## src/rtl/ad5543_sched_pkg.sv

```systemverilog
// Shared types and helpers for the AD5543 round-robin bus scheduler.
package ad5543_sched_pkg;

  typedef enum logic [1:0] {
    IDLE  = 2'd0,
    SHIFT = 2'd1,
    GAP   = 2'd2
  } state_t;

  localparam int DW_DEF    = 16;
  localparam int DIV_DEF   = 1;
  localparam int FRAME_CYC = 2 * DW_DEF * DIV_DEF;

  // Index width that never collapses to zero bits, so NCH=1 still has a grant_id.
  function automatic int clog2_min1(input int n);
    return (n <= 1) ? 1 : $clog2(n);
  endfunction

endpackage

```

## src/rtl/ad5543_serializer.sv

```systemverilog
// Shifts one DW-bit word MSB first onto sclk/sdi; sclk half-period is DIV aclk cycles.
module ad5543_serializer
  import ad5543_sched_pkg::*;
#(
  parameter int DW  = 16,
  parameter int DIV = 1
) (
  input  logic          aclk,
  input  logic          aresetn,
  input  logic          start,
  input  logic [DW-1:0] data,
  output logic          sclk,
  output logic          sdi,
  output logic          active,
  output logic          done
);

  localparam int DCW = clog2_min1(DIV);
  localparam int HCW = clog2_min1(2 * DW);

  logic [DW-1:0]  shreg;
  logic [DCW-1:0] div_cnt;
  logic [HCW-1:0] half_cnt;
  logic           tick;

  assign tick = active && (div_cnt == '0);
  // done marks the last cycle of the frame; the next edge drops sclk and active together
  assign done = tick && (half_cnt == '0);
  assign sdi  = active & shreg[DW-1];

  always_ff @(posedge aclk or negedge aresetn) begin
    if (!aresetn) begin
      shreg    <= '0;
      div_cnt  <= '0;
      half_cnt <= '0;
      sclk     <= 1'b0;
      active   <= 1'b0;
    end else if (start) begin
      shreg    <= data;
      div_cnt  <= DCW'(DIV - 1);
      half_cnt <= HCW'(2 * DW - 1);
      sclk     <= 1'b0;
      active   <= 1'b1;
    end else if (tick) begin
      div_cnt <= DCW'(DIV - 1);
      if (done) begin
        active <= 1'b0;
        sclk   <= 1'b0;
      end else begin
        half_cnt <= half_cnt - HCW'(1);
        sclk     <= ~sclk;
        if (sclk) shreg <= {shreg[DW-2:0], 1'b0};
      end
    end else if (active) begin
      div_cnt <= div_cnt - DCW'(1);
    end
  end

endmodule

```

## src/rtl/ad5543_rr_scheduler.sv

```systemverilog
// Round-robin sharing of one AD5543 serial bus between NCH AXI-stream sources.
// Optional per-channel frame counters when AD5543_SCHED_STAT_EN is defined.
//
// state | meaning
// IDLE  | waiting for en and a valid source; tready offered to the winner
// SHIFT | frame in flight, cs_n of grant_id low
// GAP   | all cs_n high for GAP_CYC cycles before the next grant
module ad5543_rr_scheduler
  import ad5543_sched_pkg::*;
#(
  parameter  int DW      = 16,
  parameter  int NCH     = 4,
  parameter  int DIV     = 1,
  parameter  int GAP_CYC = 2,
  localparam int GW      = clog2_min1(NCH)
) (
  input  logic              aclk,
  input  logic              aresetn,
  input  logic              en,
  input  logic [NCH-1:0]    s_axis_tvalid,
  output logic [NCH-1:0]    s_axis_tready,
  input  logic [NCH*DW-1:0] s_axis_tdata,
`ifdef AD5543_SCHED_STAT_EN
  output logic [NCH*16-1:0] frame_cnt,
`endif
  output logic              sclk,
  output logic              sdi,
  output logic [NCH-1:0]    cs_n,
  output logic              busy,
  output logic [GW-1:0]     grant_id
);

  localparam int GCW = clog2_min1(GAP_CYC);

  state_t         state;
  logic [GW-1:0]  ptr;
  logic [GW-1:0]  winner;
  logic           found;
  logic           take;
  logic [GCW-1:0] gap_cnt;
  logic [DW-1:0]  win_data;
  logic           ser_active;
  logic           ser_done;

  always_comb begin
    int            sum;
    logic [GW-1:0] idx;
    found  = 1'b0;
    winner = '0;
    sum    = 0;
    idx    = '0;
    for (int i = 0; i < NCH; i++) begin
      sum = int'(ptr) + i;
      if (sum >= NCH) sum = sum - NCH;
      idx = sum[GW-1:0];
      if (!found && s_axis_tvalid[idx]) begin
        found  = 1'b1;
        winner = idx;
      end
    end
  end

  // tready is also masked during reset so no handshake can be seen while aresetn is low
  assign take     = aresetn && (state == IDLE) && en && found;
  assign win_data = s_axis_tdata[int'(winner)*DW +: DW];
  assign busy     = (state != IDLE);

  always_comb begin
    s_axis_tready = '0;
    if (take) s_axis_tready[winner] = 1'b1;
  end

  ad5543_serializer #(
    .DW  (DW),
    .DIV (DIV)
  ) u_ser (
    .aclk    (aclk),
    .aresetn (aresetn),
    .start   (take),
    .data    (win_data),
    .sclk    (sclk),
    .sdi     (sdi),
    .active  (ser_active),
    .done    (ser_done)
  );

  always_ff @(posedge aclk or negedge aresetn) begin
    if (!aresetn) begin
      state    <= IDLE;
      ptr      <= '0;
      grant_id <= '0;
      cs_n     <= '1;
      gap_cnt  <= '0;
    end else begin
      case (state)
        IDLE: begin
          if (take) begin
            state        <= SHIFT;
            grant_id     <= winner;
            ptr          <= (winner == GW'(NCH - 1)) ? '0 : winner + GW'(1);
            cs_n[winner] <= 1'b0;
          end
        end
        SHIFT: begin
          if (ser_done) begin
            state   <= GAP;
            cs_n    <= '1;
            gap_cnt <= GCW'(GAP_CYC - 1);
          end
        end
        GAP: begin
          if (gap_cnt == '0) state <= IDLE;
          else gap_cnt <= gap_cnt - GCW'(1);
        end
        default: state <= IDLE;
      endcase
    end
  end

`ifdef AD5543_SCHED_STAT_EN
  logic [15:0] cnt [NCH];

  // counts only frames that reach their final cs_n edge; reset discards partial frames
  always_ff @(posedge aclk or negedge aresetn) begin
    if (!aresetn) begin
      for (int c = 0; c < NCH; c++) cnt[c] <= '0;
    end else if (ser_done && ser_active) begin
      cnt[grant_id] <= cnt[grant_id] + 16'd1;
    end
  end

  for (genvar c = 0; c < NCH; c++) begin : g_cnt
    assign frame_cnt[c*16 +: 16] = cnt[c];
  end
`endif

endmodule

```

## config.mk

```make
export PLATFORM = sky130hd
export DESIGN_NAME = ad5543_rr_scheduler
export DESIGN_NICKNAME = d
export VERILOG_FILES = /design/src/rtl/ad5543_sched_pkg.sv /design/src/rtl/ad5543_serializer.sv /design/src/rtl/ad5543_rr_scheduler.sv
export SDC_FILE = /design/constraint.sdc
export NUM_CORES = 1
export LEC_CHECK = 0
export BUFFER_PORTS_ARGS = -buffer_cell sky130_fd_sc_hd__buf_2
export CAP_MARGIN = 20
export CORE_MARGIN = 2
export CORE_UTILIZATION = 45
export DETAILED_ROUTE_END_ITERATION = 6
export GPL_ROUTABILITY_DRIVEN = 0
export MAX_ROUTING_LAYER = met4
export PLACE_DENSITY_LB_ADDON = 0.15
export SLEW_MARGIN = 5
export SYNTH_ARGS = -nofsm -noshare
export SYNTH_HDL_FRONTEND = slang
export SYNTH_HIERARCHICAL = 1
export SYNTH_SLANG_ARGS = --single-unit
```

## constraint.sdc

```tcl
create_clock -name aclk -period 2.2 [get_ports aclk]
set_input_delay 0.33 -clock aclk [delete_from_list [all_inputs] [get_ports aclk]]
set_output_delay 0.33 -clock aclk [all_outputs]
set_load 0.01 [all_outputs]
```

==> metrics.txt <==
Post-DP HPWL around 3800 um; switching part of the total 37.57%; CTS tree built; Slew Limit Headroom between 60% and 70%; Max Fclk about 0.44 GHz; Synth Instances 231; outcome complete, but fails checks; pwr dens 1108 nW/um2; Placeable Area around 5100 um2; async set-reset flop share out of synthesis 100.0%; # DRC 0; Worst-Skew Late Latency roughly 0.28 ns; syn_nets 304; combinational share of power 54.5%; Synth Warn # 6; num rows 26; top_reg_cell synth dfrtp_1; aggregate routed wire length approximately 5500 um; die height 76.07 um; setup slack after layout -0.05980 ns; min Tclk post-route about 2.3 ns; Die Footprint 5787 um2; first-pass GRT wire length 9501 um; fin. max-slew vios 0; starting density of the core 46.06%; CTS root buf clkbuf_8; via count 2,074; 1st-iter DRT viols 87; largest net degree at the start of global routing 36; die width between 70 and 80 um; Multi-input gate area 1360 um2; Leak about 1.6 nW; clock share of power 13.1%; Seq/Total Area, Yosys 37.69%; Ports 84; CP max stage cell or4_4; final setup skew 0.004165 ns; Tot GR Track Use 20.09%; Hold Crit Class in -> async; syn avg cell area 10.12 um2; final net count between 300 and 400; H-tree levels 2; Internal 2.124 mW; post-route ant nets 0; crit share post-route 102.7%; Cell Area, Synth 2337 um2; gr ovfl total 0; Fin Setup TNS -0.08733 ns; register bit count reported by yosys 35; share of the synthesized area in the top cell type between 30% and 40%; Hold Slack 0.1027 ns; sequential share of power about a third; RSZ-0062 raised after global routing true; synth unique cells between 40 and 50; Worst-path clk slew 0.07 ns; Synth area leader dfrtp_1; I/O Buffers 83; Pre-antenna DRT Iters 4; cts bufs inserted 5; dpl cell area 2859 um2; Design Area, Final 3072 um2; Final Hold Fails 0; Area Overhead vs Synth 31.42%; ANT cells 0; clk sink count 35; WL/cell 14.07 um; worst slew pin tran approximately 0.54 ns; critical path fanouts, max 4; Startpoint Class flip-flop; initial antenna violation count 0; Setup CP Type reg -> out; NetSw 1.278 mW; Clock Path Buffers 2; Storage cell area 882.1 um2; Vias per Instance 5.277; CP peak stage delay about 0.5 ns; layout cells sized above 1 39.01%; Setup Viol. Count Final 3; Arr. time, crit path 1.93 ns; largest cells by area after synthesis dfrtp_1 33%, mux2i_1 21%, a221o_1 5.1%; Max-Cap Viols 0; Critical Path RT between 1.5 and 2 ns; # fillers 439; critical path endpoint category primary output; vias in the first global route between 2,000 and 2,500; CP Cell Sequence nand2b_1 -> nor2_1 -> or4_4 -> or3b_4 -> inv_2 -> buf_6; pre-CTS WS 0.06131 ns; worst vdd ir between 500 and 600 uV; hold-fix buffers at CTS 0; Post-synth EDFFs 0; failing checks negative setup slack
critical path: cells and delay by family, from the launching register on:
family / cells / cell delay [ns]
and+or+nand+nor: 4 / 1.11
DFF: 1 / 0.41
buffers and inverters: 2 / 0.15
final timing paths:
| check | slack [ns] | depth (start not counted) | start | to |
|---|---|---|---|---|
| min in group aclk | 0.48 | 2 | cs_n[0] | cs_n[0] |
| min | 0.10 | 2 | aresetn | state[1] |
| min reg2reg | 0.48 | 2 | cs_n[0] | cs_n[0] |
| max in group asynchronous | 1.75 | 2 | aresetn | cs_n[3] |
| max | -0.06 | 6 | ptr[0] | s_axis_tready[2] |
| max reg2reg | 0.11 | 9 | ptr[0] | u_ser/shreg[12] |
metal layers:
layer | vias up | GRT usage [%] | wire length (um)
li1 | 1034 | - | -
met1 | 981 | 26.23 | 2458
met2 | 55 | 32.23 | 2798
met3 | 4 | 3.791 | 234
met4 | 0 | 5.636 | 37
met5 | - | - | 0
state kept, by name, indices dropped and copies added (netlist names), 2 cells and up:
signal and flops:
cs_n 4, grant_id 2, state 2, ptr 2, u_ser/shreg 16, u_ser/half_cnt 5
logic make-up (layout without fill, tap and decap cells):
logic type / count (synthesis) / after routing / share of synthesized area, %
flops: 35 / 35 / 37.69
mux: 49 / 49 / 20.98
buf+inv: 27 / 119 / 5.621
fa+ha+maj: 2 / 2 / 1.070
compound gates: 46 / 46 / 14.99
simple gates: 72 / 72 / 19.65
cell usage after synthesis, drive strengths merged, types with 2 or more instances:
master	count
a21boi	2
clkbuf	4
nand3b	3
nor4b	2
a21oi	5
and2	2
nor3b	16
nand2b	4
a2bb2oi	2
o21ai	11
dfstp	4
buf	13
nand2	9
or2	3
nor2	8
dfrtp	31
inv	10
o21bai	2
a21o	3
nor2b	14
a221o	13
ha	2
nand3	3
mux2i	49
a41oi	2
layout by cell type, fill, tap and decap left out, drive strengths merged, types with 2 or more instances in the layout:
| cell type | instances |
|---|---|
| buf | 100 |
| mux2i | 49 |
| dfrtp | 31 |
| nor3b | 16 |
| nor2b | 14 |
| a221o | 13 |
| o21ai | 11 |
| inv | 10 |
| nand2 | 9 |
| nor2 | 8 |
| clkbuf | 7 |
| a21oi | 5 |
| nand2b | 4 |
| dfstp | 4 |
| a21o | 3 |
| nand3b | 3 |
| or2 | 3 |
| nand3 | 3 |
| and2 | 2 |
| o21bai | 2 |
| ha | 2 |
| a41oi | 2 |
| a2bb2oi | 2 |
| a21boi | 2 |
| nor4b | 2 |
through the flow:
stage / std cells / utilization (%) / total power, mW
6_report: 393 / 60.53 / 3.402
5_1_grt: 393 / 60.53 / 3.682
4_1_cts: 389 / 59.39 / 3.348
3_5_place_dp: 378 / 56.34 / 2.812
3_3_place_gp: 378 / 56.34 / 2.777
2_1_floorplan: 231 / - / 2.391
power by group through the flow:
stage	sequential [mW]	combinational (mW)	clock (mW)
global route	1.14	2.05	0.492
detailed placement	1.11	1.70	0
finish	1.10	1.85	0.444
CTS	1.10	1.79	0.456
floorplan	1.11	1.28	0
global placement	1.10	1.67	0
repair_timing:
item / CTS / global route
setup endpoints to repair: 4 / 4
gates resized for setup: 7 / 8
endpoints found under the hold margin: 0 / 0
setup buffers: 2 / 4
pin swaps: 5 / 1
cloned: 1 / 0
layout make-up:
type / instances / area share [%]
clock inverters: 1 / 0.1629
multi-input cells: 169 / 44.28
inverters: 10 / 1.222
repair buffers: 101 / 20.29
flip-flops and latches: 35 / 28.72
well taps: 70 / 2.851
clock buffers: 7 / 2.485
(Power assumes the default switching activity.)
